==> src/rtl/param_memory_buffer.sv <==
// param_memory_buffer: parametrised single-clock FIFO with occupancy count,
// programmable almost-full/almost-empty thresholds, flush and error pulses.
module param_memory_buffer #(
   parameter int DATA_W   = 8,
   parameter int DEPTH    = 16,
   parameter int AF_LEVEL = DEPTH - 2,
   parameter int AE_LEVEL = 2
) (
   input  logic                    clk,
   input  logic                    rst,
   input  logic                    clear,
   input  logic                    en_w,
   input  logic [DATA_W-1:0]       data_in,
   input  logic                    en_r,
   output logic [DATA_W-1:0]       data_out,
   output logic                    data_valid,
   output logic                    full_flag,
   output logic                    empty_flag,
   output logic                    almost_full,
   output logic                    almost_empty,
   output logic [$clog2(DEPTH):0]  count,
   output logic                    overflow,
   output logic                    underflow
);

   localparam int AW = $clog2(DEPTH);
   localparam int CW = AW + 1;

   logic [DATA_W-1:0] mem_q [DEPTH];

   logic [AW-1:0]     wptr_q, wptr_d;
   logic [AW-1:0]     rptr_q, rptr_d;
   logic [CW-1:0]     count_q, count_d;
   logic [DATA_W-1:0] dout_q, dout_d;
   logic              valid_q, valid_d;
   logic              ovf_q, ovf_d;
   logic              udf_q, udf_d;
   logic              wr_ok, rd_ok, wr_en;

   // Flags decode straight from the registered count.
   assign full_flag    = (count_q == CW'(DEPTH));
   assign empty_flag   = (count_q == '0);
   assign almost_full  = (count_q >= CW'(AF_LEVEL));
   assign almost_empty = (count_q <= CW'(AE_LEVEL));

   assign count      = count_q;
   assign data_out   = dout_q;
   assign data_valid = valid_q;
   assign overflow   = ovf_q;
   assign underflow  = udf_q;

   always_comb begin
      rd_ok   = en_r & ~empty_flag;
      wr_ok   = en_w & (~full_flag | rd_ok);
      wr_en   = 1'b0;
      wptr_d  = wptr_q;
      rptr_d  = rptr_q;
      count_d = count_q;
      dout_d  = dout_q;
      valid_d = 1'b0;
      ovf_d   = 1'b0;
      udf_d   = 1'b0;
      if (clear) begin
         wptr_d  = '0;
         rptr_d  = '0;
         count_d = '0;
      end else begin
         wr_en = wr_ok;
         if (wr_ok) begin
            wptr_d = wptr_q + AW'(1);
         end
         if (rd_ok) begin
            rptr_d  = rptr_q + AW'(1);
            dout_d  = mem_q[rptr_q];
            valid_d = 1'b1;
         end
         count_d = count_q + CW'(wr_ok) - CW'(rd_ok);
         ovf_d   = en_w & ~wr_ok;
         udf_d   = en_r & ~rd_ok;
      end
   end

   always_ff @(posedge clk or negedge rst) begin
      if (!rst) begin
         wptr_q  <= '0;
         rptr_q  <= '0;
         count_q <= '0;
         dout_q  <= '0;
         valid_q <= 1'b0;
         ovf_q   <= 1'b0;
         udf_q   <= 1'b0;
      end else begin
         wptr_q  <= wptr_d;
         rptr_q  <= rptr_d;
         count_q <= count_d;
         dout_q  <= dout_d;
         valid_q <= valid_d;
         ovf_q   <= ovf_d;
         udf_q   <= udf_d;
      end
   end

   // Storage is deliberately not reset.
   always_ff @(posedge clk) begin
      if (wr_en) begin
         mem_q[wptr_q] <= data_in;
      end
   end

endmodule

==> config.mk <==
export PLATFORM = sky130hd
export DESIGN_NAME = param_memory_buffer
export DESIGN_NICKNAME = d
export VERILOG_FILES = /design/src/rtl/param_memory_buffer.sv
export SDC_FILE = /design/constraint.sdc
export NUM_CORES = 1
export LEC_CHECK = 0
export ABC_CLOCK_PERIOD_IN_PS = 2700
export CORE_ASPECT_RATIO = 1.4
export CORE_MARGIN = 8
export CORE_UTILIZATION = 54
export CTS_CLUSTER_DIAMETER = 30
export DETAILED_ROUTE_END_ITERATION = 7
export PLACE_DENSITY = 0.76
export SLEW_MARGIN = 20
export SYNTH_ARGS = -nofsm -noshare
export SYNTH_HDL_FRONTEND = slang
export SYNTH_SLANG_ARGS = --single-unit
==> constraint.sdc <==
create_clock -name clk -period 2.7 [get_ports clk]
set_input_delay 0.54 -clock clk [delete_from_list [all_inputs] [get_ports clk]]
set_output_delay 0.54 -clock clk [all_outputs]
set_load 0.02 [all_outputs]
Word-level counts from Yosys, hierarchy flattened
Memory sizes are Yosys's and may differ from the RTL's. A register that Yosys moved wholly into a read port is not among the register bits.
Index checks and enable logic that the tools add are counted.
{"block": "classes", "n_lt_le_gt_ge": 2, "n_bitwise": 10, "n_reduce_logical": 5, "n_eq_ne": 1, "n_div": 0, "shifts": 0, "mul": 0, "muxes": 12, "add_sub_neg": 4}
{"operator": "4-bit two-way mux", "n": 4}
{"operator": "4-bit by 1-bit adder with 4-bit output, second input constant", "n": 2}
{"operator": "1-bit two-way mux", "n": 7}
{"operator": "5-bit by 1-bit adder with 5-bit output", "n": 1}
{"operator": "5-bit equality test, second input constant", "n": 1}
{"operator": "5-bit by 4-bit >= comparator with 1-bit output, second input constant", "n": 1}
{"operator": "5-bit by 2-bit <= comparator with 1-bit output, second input constant", "n": 1}
{"operator": "5-bit zero test", "n": 1}
{"operator": "5-bit two-way mux", "n": 1}
{"operator": "1-bit inverter", "n": 5}
{"operator": "5-bit by 1-bit subtractor with 5-bit output", "n": 1}
{"operator": "1-bit bitwise AND", "n": 4}
{"operator": "2-bit nonzero test", "n": 2}
{"operator": "2-bit AND reduction", "n": 1}
{"operator": "1-bit zero test", "n": 1}
{"operator": "1-bit OR", "n": 1}
{"block": "totals", "inputBits": 13, "n_memories": 1, "out_inout_bits": 20, "regBits": 16, "latchBits": 0, "romBits": 0, "ram_bits": 128}
{"name": "mem_q", "words": 16, "width": 8, "read_ports": 1, "rd_clocked_by_memory_dff": 1, "write_ports": 1, "line_no": "29", "source": "logic [DATA_W-1:0] mem_q [DEPTH];"}

Longest topological paths before layout
{"block": "depth", "ltp_word": 8, "depth_mapped": 13}

Worst setup path before layout
No wires, ideal clock.
{"block": "synth_path", "path_kind": "register to register", "start": "reg count_q[2] (netlist: count[2])", "end": "reg count_q[4] (netlist: count[4])", "stages_incl_launch_ff": 14, "synth_period_minus_slack_ns": 2.895, "setup_ns": 0.078, "t_required_ns": 2.622, "path_buffers": 0, "setup_slack_ns": -0.195, "t_arrival_ns": 2.817, "path_cell_list": "dfrtp_1 inv_1 ha_1 or4b_4 clkinv_4 nor2_1 nand2_1 o21ai_1 ha_1 fa_1 nand2b_1 a21oi_1 or3_1 a21oi_1"}
{"block": "synth_via", "elab_chain_len": 8, "word_cells_on_any_way": 10}
{"element": "from (decl)", "line_no": "33", "source": "logic [CW-1:0] count_q, count_d;"}
{"element": "from (signal assigned)", "line_no": "95", "source": "count_q <= count_d;"}
{"element": "5-bit zero test *", "line_no": "42", "source": "assign empty_flag = (count_q == '0);"}
{"element": "net empty_flag", "line_no": "18", "source": "output logic empty_flag,"}
{"element": "1-bit inverter *", "line_no": "53", "source": "rd_ok = en_r & ~empty_flag;"}
{"element": "1-bit bitwise AND *", "line_no": "53"}
{"element": "1-bit OR", "line_no": "54", "source": "wr_ok = en_w & (~full_flag | rd_ok);"}
{"element": "1-bit bitwise AND", "line_no": "54"}
{"element": "5-bit by 1-bit adder with 5-bit output", "line_no": "77", "source": "count_d = count_q + CW'(wr_ok) - CW'(rd_ok);"}
{"element": "5-bit by 1-bit subtractor with 5-bit output *", "line_no": "77"}
{"element": "5-bit two-way mux *", "line_no": "63", "source": "if (clear) begin"}
{"element": "net count_d[4]", "line_no": "33"}
The timed path passes the listed nets; every way through them passes the cells marked *.
A chain may end at the register's enable or synchronous reset.

Final worst setup path
{"block": "layout_path", "start": "reg count_q[2] (netlist: count[2])", "end": "reg count_q[4] (netlist: count[4])"}
{"block": "layout_via", "elab_chain_len": 8, "word_cells_on_any_way": 10}
{"element": "5-bit zero test", "line_no": "42"}
{"element": "1-bit inverter", "line_no": "53"}
{"element": "1-bit bitwise AND", "line_no": "53"}
{"element": "1-bit OR", "line_no": "54"}
{"element": "1-bit bitwise AND", "line_no": "54"}
{"element": "5-bit by 1-bit adder with 5-bit output", "line_no": "77"}
{"element": "5-bit by 1-bit subtractor with 5-bit output *", "line_no": "77"}
{"element": "5-bit two-way mux *", "line_no": "63"}
{"element": "net count_d[4]", "line_no": "33"}
Marks and branches as above.

==> reports/qor.csv <==
metric,value,unit
Vias per Instance,5.86,
num rows,46,
PwrDens,896,nW/um^2
post-placement cell area,6920,um^2
RSZ-0062 raised after global routing,yes,
Pre-antenna DRT Iters,4,
slew margin rel.,50.2,%
P_leak,2.60,nW
"CTS clk-pin slew, worst paths",0.06,ns
WL per Instance,22.2,um
Clock Power Share,34.0,%
# setup viols final,0,
multi-input combinational cell area,1700,um^2
Yosys top cell area share,61.7,%
DR DRC count,0,
synth warn,0,
first-pass GRT wire length,20600,um
Die Width,107,um
setup TNS,0,ns
register area share after synthesis,71.3,%
Critical Path AT,2.99,ns
clk sink count,152,
crit-path leading delay family,simple AND/OR/NAND/NOR gates,
Clock Tree Root,clkbuf_16,
vias,3544,
Worst Setup End Kind,flop,
final weighted congestion in routability-driven placement,0.831,
final instance area,7590,um^2
chip height,143,um
gate count after technology mapping,375,
CTS Buf Count,17,
Max Slew Vio Count,0,
Die ar.,15300,um^2
Post-Syn Area per Cell,16.6,um^2
input/output buffers,32,
fin crit share,98.0,%
Worst-Skew Late Latency,0.42,ns
worst-path fanout max,3,
Net Sw Power,1.92,mW
"top cells by area, synth","edfxtp_1 62%, dfrtp_1 9.6%, mux4_2 5.8%, mux2i_1 5.3%, ha_1 3.0%",
starting density of the core,55.3,%
min cycle time layout,2.64,ns
Post-DRT Antenna Nets,0,
CTS tree,built,
Hold WS,0.475,ns
# IOs,33,
largest net degree at the start of global routing,27,
vias in the first global route,3707,
CP startpoint kind,flop,
hold_buf cts,0,
CP cell instances,inv_2 -> ha_4 -> or4b_4 -> clkinv_8 -> nor2_4 -> nand2_2 -> o21ai_2 -> ha_2 -> fa_2 -> nand2b_1 -> a21oi_2 -> or3_1 -> a21oi_1,
HP Class,input port to asynchronous set/reset pin,
Seq cells post-synth,152,
antenna cells,0,
remaining global-route overflow,0,
Final Hold Vio Count,0,
sw frac,28.3,%
max frequency,0.378,GHz
First DRT Iteration DRCs,305,
"Largest stage delay, worst path",0.51,ns
nets@finish,477,
Seq pwr share,40.9,%
Worst-Margin Slew,0.744,ns
placed insts,565,
GRT Total Usage,18.7,%
detailed placer's ending HPWL,8880,um
max-cap viol count,0,
Mapped Nets,404,
Critical Path RT,3.04,ns
Int Power,4.88,mW
part of the power in combinational logic,25.1,%
initial antenna violation count,0,
final wirelength,13400,um
Clock Tree Buf Depth,2,
CP max stage cell,or4b_4,
share of cells above drive strength 1,23.0,%
final clock skew,0.00825,ns
Core Region,11300,um^2
buffers and inverters on the worst path,2,
CTS H-Tree Depth,4,
status,"finished, final reports clean",
Fillers,747,
Yosys top cell by area,edfxtp_1,
kind of critical path,flop to flop,
post-synthesis cell type count,37,
Mapped Area,6230,um^2
Non-Filler Instances,605,
Area Growth Syn to Fin,21.8,%
VDD IR max,505,uV
Reg area,4450,um^2
Pwr Total,6.80,mW
[state kept, by name, summed over array words and instances, names as in the netlist]
name and flops:
data_valid 1, data_out 8, count 5, mem_q 128, wptr_q 4, overflow 1
underflow 1, rptr_q 4
[path summary, 6_finish.rpt]
check                               to  slack (ns)  cells after the start        start
hold / removal               wptr_q[2]        0.47                      2          rst
min in group clk           data_out[4]        0.49                      2  data_out[4]
setup reg to reg              count[4]        0.06                     13     count[2]
max in group asynchronous     count[3]        1.95                      2          rst
setup / recovery              count[4]        0.06                     13     count[2]
hold reg to reg            data_out[4]        0.49                      2  data_out[4]
[power groups by stage]
stage          combinational, mW  clock, mW  sequential [mW]
2_1_floorplan              0.835          0             2.94
3_3_place_gp                1.53          0             2.82
3_5_place_dp                1.57          0             2.83
4_1_cts                     1.62       2.34             2.78
5_1_grt                     1.84       2.44             2.80
6_report                    1.70       2.31             2.79
[what timing repair did]
action,CTS,global route
endpoints found under the setup margin,2,1
buffers inserted,2,6
resized for setup,3,6
pin swaps,0,5
[cells in the final DEF, fill, tap and decap left out, types with 5 or more instances in the layout]
master           Yosys  layout
edfxtp_1           128     128
buf_4                0      37
mux2i_1             33      33
clkdlybuf4s50_1      0      31
nor2_1              25      24
a22oi_1             24      24
dfrtp_1             24      21
nand3_1             19      19
clkbuf_16            0      17
nand2_1             17      16
mux4_2              16      16
ha_1                15      13
inv_1                8       6
nand2b_1             5       5
nor3_1               5       5
clkinvlp_4           0       5
[kinds of logic (layout without fill, tap and decap cells)]
logic type / Yosys count / in the layout / synth area share, %
AO/OA/AOI/OAI: 39 / 39 / 4.34
XOR/XNOR: 8 / 8 / 1.12
adder cells (fa/ha/maj): 16 / 16 / 3.33
buffers and inverters: 28 / 114 / 1.97
flip-flops: 152 / 152 / 71.3
multiplexers: 49 / 49 / 11.1
AND/OR/NAND/NOR: 83 / 83 / 6.86
[metal layers]
metal	wire (um)	track usage [%]	up-vias
li1	-	-	1582
met1	5200	20.5	1819
met2	7160	32.6	123
met3	699	4.47	20
met4	354	9.81	0
met5	0	0	-
[worst reg2reg max path, cell delays in order (launching register included)]
cell,delay [ns]
dfrtp_2,0.41
inv_2,0.08
ha_4,0.13
or4b_4,0.51
clkinv_8,0.07
nor2_4,0.04
nand2_2,0.09
o21ai_2,0.06
ha_2,0.20
fa_2,0.38
nand2b_1,0.11
a21oi_2,0.07
or3_1,0.31
a21oi_1,0.12
[layout make-up]
| class | instances | area share [%] |
|---|---|---|
| clock buffer | 21 | 6.06 |
| clock inverter | 11 | 1.65 |
| inverter | 12 | 0.791 |
| multi-input combinational | 195 | 22.4 |
| sequential | 152 | 58.6 |
| tap | 144 | 2.37 |
| timing repair buffer | 70 | 8.15 |
[metrics by stage]
step                util, %  worst slack (ns)
finish                 67.3            0.0553
global route           67.3           -0.0424
CTS                    66.7            0.0248
detailed placement     61.3            0.0363
global placement       61.3            0.0564
floorplan                 -            0.0233
[synthesized netlist by cell type, drive strengths merged]
cell type  number
a21oi           5
edfxtp        128
ha             15
or3             1
nand2          17
and2            1
nor4b           1
nand2b          5
o211ai          1
mux2i          33
o21ai           6
xnor2           4
nor2b           4
xor2            4
clkinv          1
a22oi          24
fa              1
nor2           25
inv            11
mux4           16
a211oi          2
nand3          19
or4b            1
nand4bb         1
o21a            1
buf            11
dfrtp          24
clkbuf          5
nor4            1
nor3            7
No activity file was read; power rests on OpenSTA's default activity.
